<file path="config.mk">
export PLATFORM = sky130hd
export DESIGN_NAME = operand_feeder
export DESIGN_NICKNAME = d
export VERILOG_FILES = /design/src/rtl/dsp_sys_arr_pkg.sv /design/src/rtl/feeder_lane.sv /design/src/rtl/operand_feeder.sv
export SDC_FILE = /design/constraint.sdc
export NUM_CORES = 1
export LEC_CHECK = 0
export CORE_MARGIN = 10
export CORE_UTILIZATION = 40
export DETAILED_ROUTE_END_ITERATION = 16
export SYNTH_ARGS = -nofsm -noshare
export SYNTH_HDL_FRONTEND = slang
export SYNTH_SLANG_ARGS = --single-unit
</file>
<file path="constraint.sdc">
create_clock -name clk -period 4.2 [get_ports clk]
set_input_delay 0.84 -clock clk [delete_from_list [all_inputs] [get_ports clk]]
set_output_delay 0.84 -clock clk [all_outputs]
set_load 0.02 [all_outputs]
</file>
<file path="src/rtl/dsp_sys_arr_pkg.sv">
// Shared types for the systolic array datapath.
// Words are single-precision floats carried as raw bits.
package dsp_sys_arr_pkg;

  localparam int SNGL_FLT_SIZE = 32;

  typedef logic [SNGL_FLT_SIZE-1:0] word_t;

  typedef enum logic [1:0] {
    EMPTY  = 2'd0,
    FULL   = 2'd1,
    ACTIVE = 2'd2
  } bank_state_t;

  typedef enum logic {
    IDLE = 1'b0,
    RUN  = 1'b1
  } feed_state_t;

  function automatic int clog2_min1(input int n);
    return (n > 1) ? $clog2(n) : 1;
  endfunction

endpackage

</file>
<file path="src/rtl/feeder_lane.sv">
// One edge lane: word pointer, pass counter and valid.
// Finished once the pass counter reaches the latched repeat count.
module feeder_lane
  import dsp_sys_arr_pkg::*;
#(
  parameter int DEPTH = 2,
  parameter int REP_W = 4,
  parameter int PW    = 1
) (
  input  logic             clk,
  input  logic             nrst,
  input  logic             clr_i,
  input  logic             run_i,
  input  logic             en_i,
  input  logic             ready_i,
  input  logic [REP_W-1:0] rep_i,
  output logic             valid_o,
  output logic [PW-1:0]    ptr_o,
  output logic             fin_o
);

  logic [PW-1:0]    p_q, p_d;
  logic [REP_W-1:0] c_q, c_d;

  assign fin_o   = (c_q == rep_i);
  assign valid_o = run_i & en_i & ~fin_o;
  assign ptr_o   = p_q;

  always_comb begin
    p_d = p_q;
    c_d = c_q;
    if (clr_i) begin
      p_d = '0;
      c_d = '0;
    end else if (valid_o && ready_i) begin
      if (p_q == PW'(DEPTH-1)) begin
        p_d = '0;
        c_d = c_q + 1'b1;
      end else begin
        p_d = p_q + 1'b1;
      end
    end
  end

  always_ff @(posedge clk or negedge nrst) begin
    if (!nrst) begin
      p_q <= '0;
      c_q <= '0;
    end else begin
      p_q <= p_d;
      c_q <= c_d;
    end
  end

endmodule

</file>
<file path="src/rtl/operand_feeder.sv">
// Ping-pong operand banks feeding the systolic array edge lanes.
// One bank fills from the load stream while the other replays.
module operand_feeder
  import dsp_sys_arr_pkg::*;
#(
  parameter int LANES = 2,
  parameter int DEPTH = 2,
  parameter int BW    = 2,
  parameter int SKEW  = 1,
  parameter int REP_W = 4
) (
  input  logic                  clk,
  input  logic                  nrst,
  input  logic                  ld_valid,
  output logic                  ld_ready,
  input  word_t [BW-1:0]        ld_dat,
  input  logic [REP_W-1:0]      cfg_repeat,
  output logic [LANES-1:0]      out_valid,
  input  logic [LANES-1:0]      out_ready,
  output word_t [LANES-1:0]     out_dat,
  output logic                  busy,
  output logic                  done
);

  localparam int NW = LANES * DEPTH;
  localparam int AW = clog2_min1(NW);
  localparam int PW = clog2_min1(DEPTH);
  localparam int SW = clog2_min1(LANES);
  localparam int BI = clog2_min1(BW);

  word_t            mem_q [2][NW];
  bank_state_t      bank_q [2];
  bank_state_t      bank_d [2];
  feed_state_t      st_q, st_d;
  logic             wb_q, wb_d, rb_q, rb_d;
  logic [AW-1:0]    wp_q, wp_d;
  logic [REP_W-1:0] rep_q, rep_d;
  logic [SW-1:0]    sk_q, sk_d;

  logic [LANES-1:0] en, fin;
  logic [PW-1:0]    ptr [LANES];
  logic             ld_fire, fill_done;
  logic             run, start, all_fin;

  assign ld_ready  = (bank_q[wb_q] == EMPTY);
  assign ld_fire   = ld_valid & ld_ready;
  assign fill_done = ld_fire & (wp_q == AW'(NW-BW));
  assign run       = (st_q == RUN);
  assign all_fin   = &fin;
  assign busy      = run;
  assign done      = run & all_fin;

  // Bypass the FULL flag so a bank can start draining right behind its last beat
  assign start = (st_q == IDLE) &
                 ((bank_q[rb_q] == FULL) |
                  (fill_done & (wb_q == rb_q)));

  always_ff @(posedge clk) begin
    if (ld_fire) begin
      for (int b = 0; b < BW; b++) begin
        mem_q[wb_q][wp_q + AW'(b)] <= ld_dat[BI'(b)];
      end
    end
  end

  always_comb begin
    st_d   = st_q;
    bank_d = bank_q;
    wb_d   = wb_q;
    rb_d   = rb_q;
    wp_d   = wp_q;
    rep_d  = rep_q;
    sk_d   = sk_q;
    if (ld_fire) begin
      wp_d = fill_done ? '0 : wp_q + AW'(BW);
    end
    if (fill_done) begin
      bank_d[wb_q] = FULL;
      wb_d         = ~wb_q;
    end
    unique case (st_q)
      IDLE: begin
        if (start) begin
          st_d         = RUN;
          bank_d[rb_q] = ACTIVE;
          rep_d        = (cfg_repeat == '0) ? REP_W'(1) : cfg_repeat;
          sk_d         = '0;
        end
      end
      RUN: begin
        if (all_fin) begin
          st_d         = IDLE;
          bank_d[rb_q] = EMPTY;
          rb_d         = ~rb_q;
        end else if (sk_q != SW'(LANES-1)) begin
          sk_d = sk_q + 1'b1;
        end
      end
      default: st_d = IDLE;
    endcase
  end

  always_ff @(posedge clk or negedge nrst) begin
    if (!nrst) begin
      st_q      <= IDLE;
      bank_q[0] <= EMPTY;
      bank_q[1] <= EMPTY;
      wb_q      <= 1'b0;
      rb_q      <= 1'b0;
      wp_q      <= '0;
      rep_q     <= '0;
      sk_q      <= '0;
    end else begin
      st_q   <= st_d;
      bank_q <= bank_d;
      wb_q   <= wb_d;
      rb_q   <= rb_d;
      wp_q   <= wp_d;
      rep_q  <= rep_d;
      sk_q   <= sk_d;
    end
  end

  for (genvar l = 0; l < LANES; l++) begin : g_lane
    assign en[l] = (SKEW == 0) || (sk_q >= SW'(l));

    feeder_lane #(
      .DEPTH (DEPTH),
      .REP_W (REP_W),
      .PW    (PW)
    ) u_lane (
      .clk     (clk),
      .nrst    (nrst),
      .clr_i   (start),
      .run_i   (run),
      .en_i    (en[l]),
      .ready_i (out_ready[l]),
      .rep_i   (rep_q),
      .valid_o (out_valid[l]),
      .ptr_o   (ptr[l]),
      .fin_o   (fin[l])
    );

    assign out_dat[l] = run ?
      mem_q[rb_q][AW'(l*DEPTH) + AW'(ptr[l])] : '0;
  end

endmodule

</file>
After elaboration in Yosys (flattened, before gate mapping):

Memories as Yosys holds them, arrays and structs flattened.
Cells that the tools add are included.

* register bits: 24
* bits in writable memories: 256
* memories: 1

Memory list
* mem_q: depth 2, bits a word 128, read ports 1, clocked after memory_dff 0, write ports 1, RTL line operand_feeder.sv:31 `word_t mem_q [2][NW];`

* $add $sub $neg: 8
* magnitude comparators: 12
* equality and inequality tests: 7
* muxes and demuxes: 178
* bitwise logic cells: 157
* reduce and logical (&&, ||, !) cells: 18

Operators with widths (count)
* two-way mux 128 bit: 2
* two-way mux 32 bit: 8
* two-way mux 1 bit: 140
* OR 1 bit: 129
* binary-select mux 32 bit (select 2 bit): 2
* demux 32 bit (select 2 bit): 2
* two-way mux 4 bit: 10
* two-way mux 2 bit: 9
* greater-or-equal comparator 3 bit (second input constant): 4
* AND reduction 2 bit: 5
* AND 1 bit: 9
* inverter 2 -> 3 bit: 3
* adder 4 x 1 -> 4 bit (second input constant): 2
* equality test 4 bit: 2
* case mux 4 bit (2 select lines): 1
* nonzero test 2 bit: 4
* logical AND 1 bit: 6
* < comparator 3 x 1 -> 1 bit (second input constant): 2
* inverter 1 bit: 5
* AND 2 bit: 2
* AND 4 bit: 1
* demux 2 bit (select 1 bit): 2
* greater-or-equal comparator 2 bit (second input constant): 2
* zero test 4 bit: 1
* other kinds (19): 27

Logic depth before layout (Yosys ltp):

* depth in word-level cells: 12
* gate-level depth with buffers: 6
* gate-level depth less buffers: 4

Cells and area by module:

A second synthesis with hierarchy kept.

* cell total of the unflattened synthesis: 533
* area total of the unflattened synthesis: 10935.5 µm²

Modules (own cells, without submodules)
* operand_feeder: times used 1, cells each 471, area each 10292.4 µm², sequential area each 8012.7 µm²
* feeder_lane: times used 2, cells each 31, area each 321.6 µm², sequential area each 125.1 µm²

Worst setup path before layout:

Ideal clock, no wire load.

* path kind: input-to-reg
* start: input port ld_valid
* end: memory mem_q[1][100] in the netlist's numbering, enable pin
* setup time: 0.468 ns
* data arrival time: 3.654 ns
* data required time: 3.732 ns
* path slack: 0.078 ns
* stages on the path: 3
* cell sequence: nor4b_2 > nor2_1 > nor3b_1

* word-level cells in the longest chain between the ends: 4
* elaborated cells between the ends (all ways): 5
* those cells by class: mux: 3; bitwise: 2

RTL lines
* from (decl): RTL line operand_feeder.sv:14 `input logic ld_valid,`
* AND 1 bit *: RTL line operand_feeder.sv:46 `assign ld_fire = ld_valid & ld_ready;`
* two-way mux 1 bit *: RTL line operand_feeder.sv:59 `if (ld_fire) begin`
* two-way mux 128 bit (implied by the code): RTL line operand_feeder.sv:61 `mem_q[wb_q][wp_q + AW'(b)] <= ld_dat[BI'(b)];`
* OR 1 bit (no line) *
* to (decl): RTL line operand_feeder.sv:31

Every way passes the cells marked *; elsewhere a longest branch is shown, timed or not.

==> impl_results.md <==
* Status: finished, final reports clean
* Clock transition at path regs at roughly 0.06 ns
* Non-filler instance count after layout at 1025
* Initial DRC count at between 200 and 300
* Register bit total from synthesis at around 280
* Max Cap Viol at 0
* CTS Buffer Depth at 3
* Async S/R FF share, synth at 0.08244
* Worst-margin pin slew at about 1.0 ns
* Setup violators final at 0
* Mapped Nets at 608
* CTS Root Cell: clkbuf_16
* CP startpoint: rb_q
* Flop-to-flop setup slack at roughly 1.7 ns
* Avg WL per Cell at about 23 µm
* Routed wire length at ~23000 µm
* Avg Vias per Cell at ~5.3
* Slew headroom at 0.2980
* PortBufs at around 110
* Global-route wire length before repair at 35860 µm
* Layout cells sized above 1 at 0.2064
* RR Startpoint: wb_q
* Worst setup path endpoint: out_dat[47]
* H-tree depth reported by CTS at 1
* Mux share of post-synthesis cell area at 0.1368
* Post-Synth Adder-Cell Area at 0.002289
* Leakage Power at 4.294 nW
* Maximum vdd drop at around 0.37 mV
* Largest family of logic cells by synthesized area: multiplexers
* R2r endpoint: mem_q[0][9]
* CP Class: flop to output pin
* Yosys cell types at 43
* RSZ-0062 raised after global routing: false
* Synth Cell Area at between 0.01 and 0.015 mm²
* DR pass1 iterations at 4
* Pwr Density at ~700 mW/mm²
* Post_cts resized at 0
* GR Overflow Total at 0
* Simple-gate share of the synthesized area at 0.06054
* Synth area leaders: edfxtp_1, mux4_2, dfrtp_1
* Clock sink total at about 280
* EDFF count, synth at 256
* CTS tree: yes
* Hold slack at between 0.5 and 0.6 ns
* Post-route clock period utilization at 0.9393
* Complex-gate fraction of the synthesized area at 0.01900
* Number of global-route vias before repair at 5862
* Most frequent cell after synthesis: edfxtp_1
* Synth top area share at 0.7031
* Synth Flop Type: edfxtp_1
* Mapped Avg Cell Area at around 21 µm²
* Hold Vio Cnt, Final at 0
* Antenna violations before repair at 1
* Slew Viols, Final at 0
* Most common library cells after synthesis: edfxtp_1, and2_1, mux4_2
* P&R area growth vs syn at 23.25%
* Area of the multi-input gates at around 0.0025 mm²
* Req. time, crit path at about 3.4 ns
* Register area at 0.008270 mm²
* Fill cells at 2167
* Placed Instances at just under 1000
* Crit path arrival time at around 3.1 ns
* CTS buffer count at 29
* Synth Area in XOR/XNOR at 0.01041
* Mapped Cells at around 530
* Sequential area share after synthesis at 0.7558
* DRC at 0
* Clock skew at 0.01291 ns
* Crit path max fanout at 36
* RD Place Congestion at just under 0.8
* Nets@finish at between 700 and 800
* Hold buffers post-CTS at 0
* Cells on worst reg2reg path at 4
* Final min period at between 3 and 4 ns
* ANT nets after route at 0
* Detail Placement HPWL at 14170 µm
* Die width at approximately 190 µm
* Clk_lat worst skew at roughly 0.55 ns
* Setup TNS at 0 ns
* Vias at ~5400
* Setup bufs post-CTS at 0
* Core box area at 0.02695 mm²
* Largest net degree at the start of global routing at 44
* Final Util at 0.5000
* Syn. warnings at 0
* CP Capture Type: output pin
* Initial Utilization at 0.4057
* Area leader, netlist: edfxtp_1
* GRT Total Usage at 0.1374
* Die H at roughly 190 µm
* # IOs at ~140
* Hold Crit Class: flop to flop
* CP Launch Type: flop
* Maximum clock rate at between 0.2 and 0.3 GHz
* FP Rows at 60
* Die Area at 0.03435 mm²
-- power by group --
group	leakage, nW	switching [W]	internal (W)	total (W)
clock network	0.445	0.00103	0.00146	0.00249
logic	1.27	0.00142	0.00152	0.00294
registers	2.58	0.000388	0.00341	0.00379
total	4.29	0.00283	0.00639	0.00922
-- stage by stage --
stage	setup WS, ns	instance area (µm²)	power [W]
floorplan	0.07844	10930	0.005525
global placement	0.7747	12530	0.006783
detailed placement	0.7586	12530	0.006850
CTS	0.1611	13470	0.009363
global route	0.06135	13470	0.009684
finish	0.2548	13480	0.009218
-- how the worst min path moves through the flow --
stage	startpoint	to	cells past startpoint
2_1_floorplan	bank_q[1]	bank_q[1]	1
3_3_place_gp	bank_q[1]	bank_q[1]	1
3_5_place_dp	bank_q[1]	bank_q[1]	1
4_1_cts	bank_q[1]	bank_q[1]	1
5_1_grt	bank_q[1]	bank_q[1]	1
6_report	bank_q[1]	bank_q[1]	1
-- kinds of logic (layout without fill, tap and decap cells) --
logic type,count (synthesis),in the layout
AO/OA/AOI/OAI,29,29
AND/OR/NAND/NOR,105,105
buffers and inverters,36,186
adder cells (fa/ha/maj),2,2
other,0,1
XOR/XNOR,13,13
multiplexers,69,69
flip-flops,279,279
-- worst max-delay path, cell delays in order, from the launching register on --
cell,delay (ns)
dfrtp_4,0.89
buf_12,0.33
mux4_2,0.53
and2_1,0.21
clkdlybuf4s50_1,0.56
-- sequential cells by signal, indices dropped and copies added, names as in the netlist --
| register | count |
|---|---|
| g_lane.u_lane.c_q | 8 |
| wp_q | 1 |
| wb_q | 1 |
| mem_q | 256 |
| bank_q | 4 |
| busy | 1 |
| rep_q | 4 |
| sk_q | 1 |
| g_lane.u_lane.ptr_o | 2 |
| rb_q | 1 |
-- layout by cell type, fill, tap and decap left out, types with 3 or more instances in the layout --
cell / synthesis / final
edfxtp_1: 256 / 256
clkdlybuf4s50_1: 0 / 109
and2_1: 65 / 65
mux4_2: 64 / 64
clkbuf_16: 0 / 29
dfrtp_1: 23 / 19
buf_4: 4 / 14
xnor2_1: 13 / 13
a21oi_1: 8 / 8
nand4_1: 7 / 7
clkinv_1: 0 / 7
clkbuf_1: 19 / 6
o21ai_0: 5 / 5
inv_1: 5 / 5
nand3_1: 4 / 4
nor2_1: 6 / 4
buf_12: 0 / 4
or3_1: 3 / 3
mux2_1: 3 / 3
dfrtp_2: 0 / 3
clkinvlp_4: 0 / 3
bufinv_16: 0 / 3
-- cell type report --
cell class,count,area share
Tap cell,341,0.03166
Sequential cell,279,0.6137
Inverter,5,0.001393
Clock inverter,19,0.01421
Multi-Input combinational cell,218,0.1886
Antenna cell,1,0.0001857
Timing Repair Buffer,127,0.09471
Clock buffer,35,0.05552
-- routing by layer --
layer,global-route usage,routed length [µm],vias up
li1,-,-,2411
met1,0.1835,10350,2847
met2,0.2234,11240,137
met3,0.03311,1397,24
met4,0.02926,333,0
met5,0,0,-
Note: power is estimated with default switching activity, not from simulation.
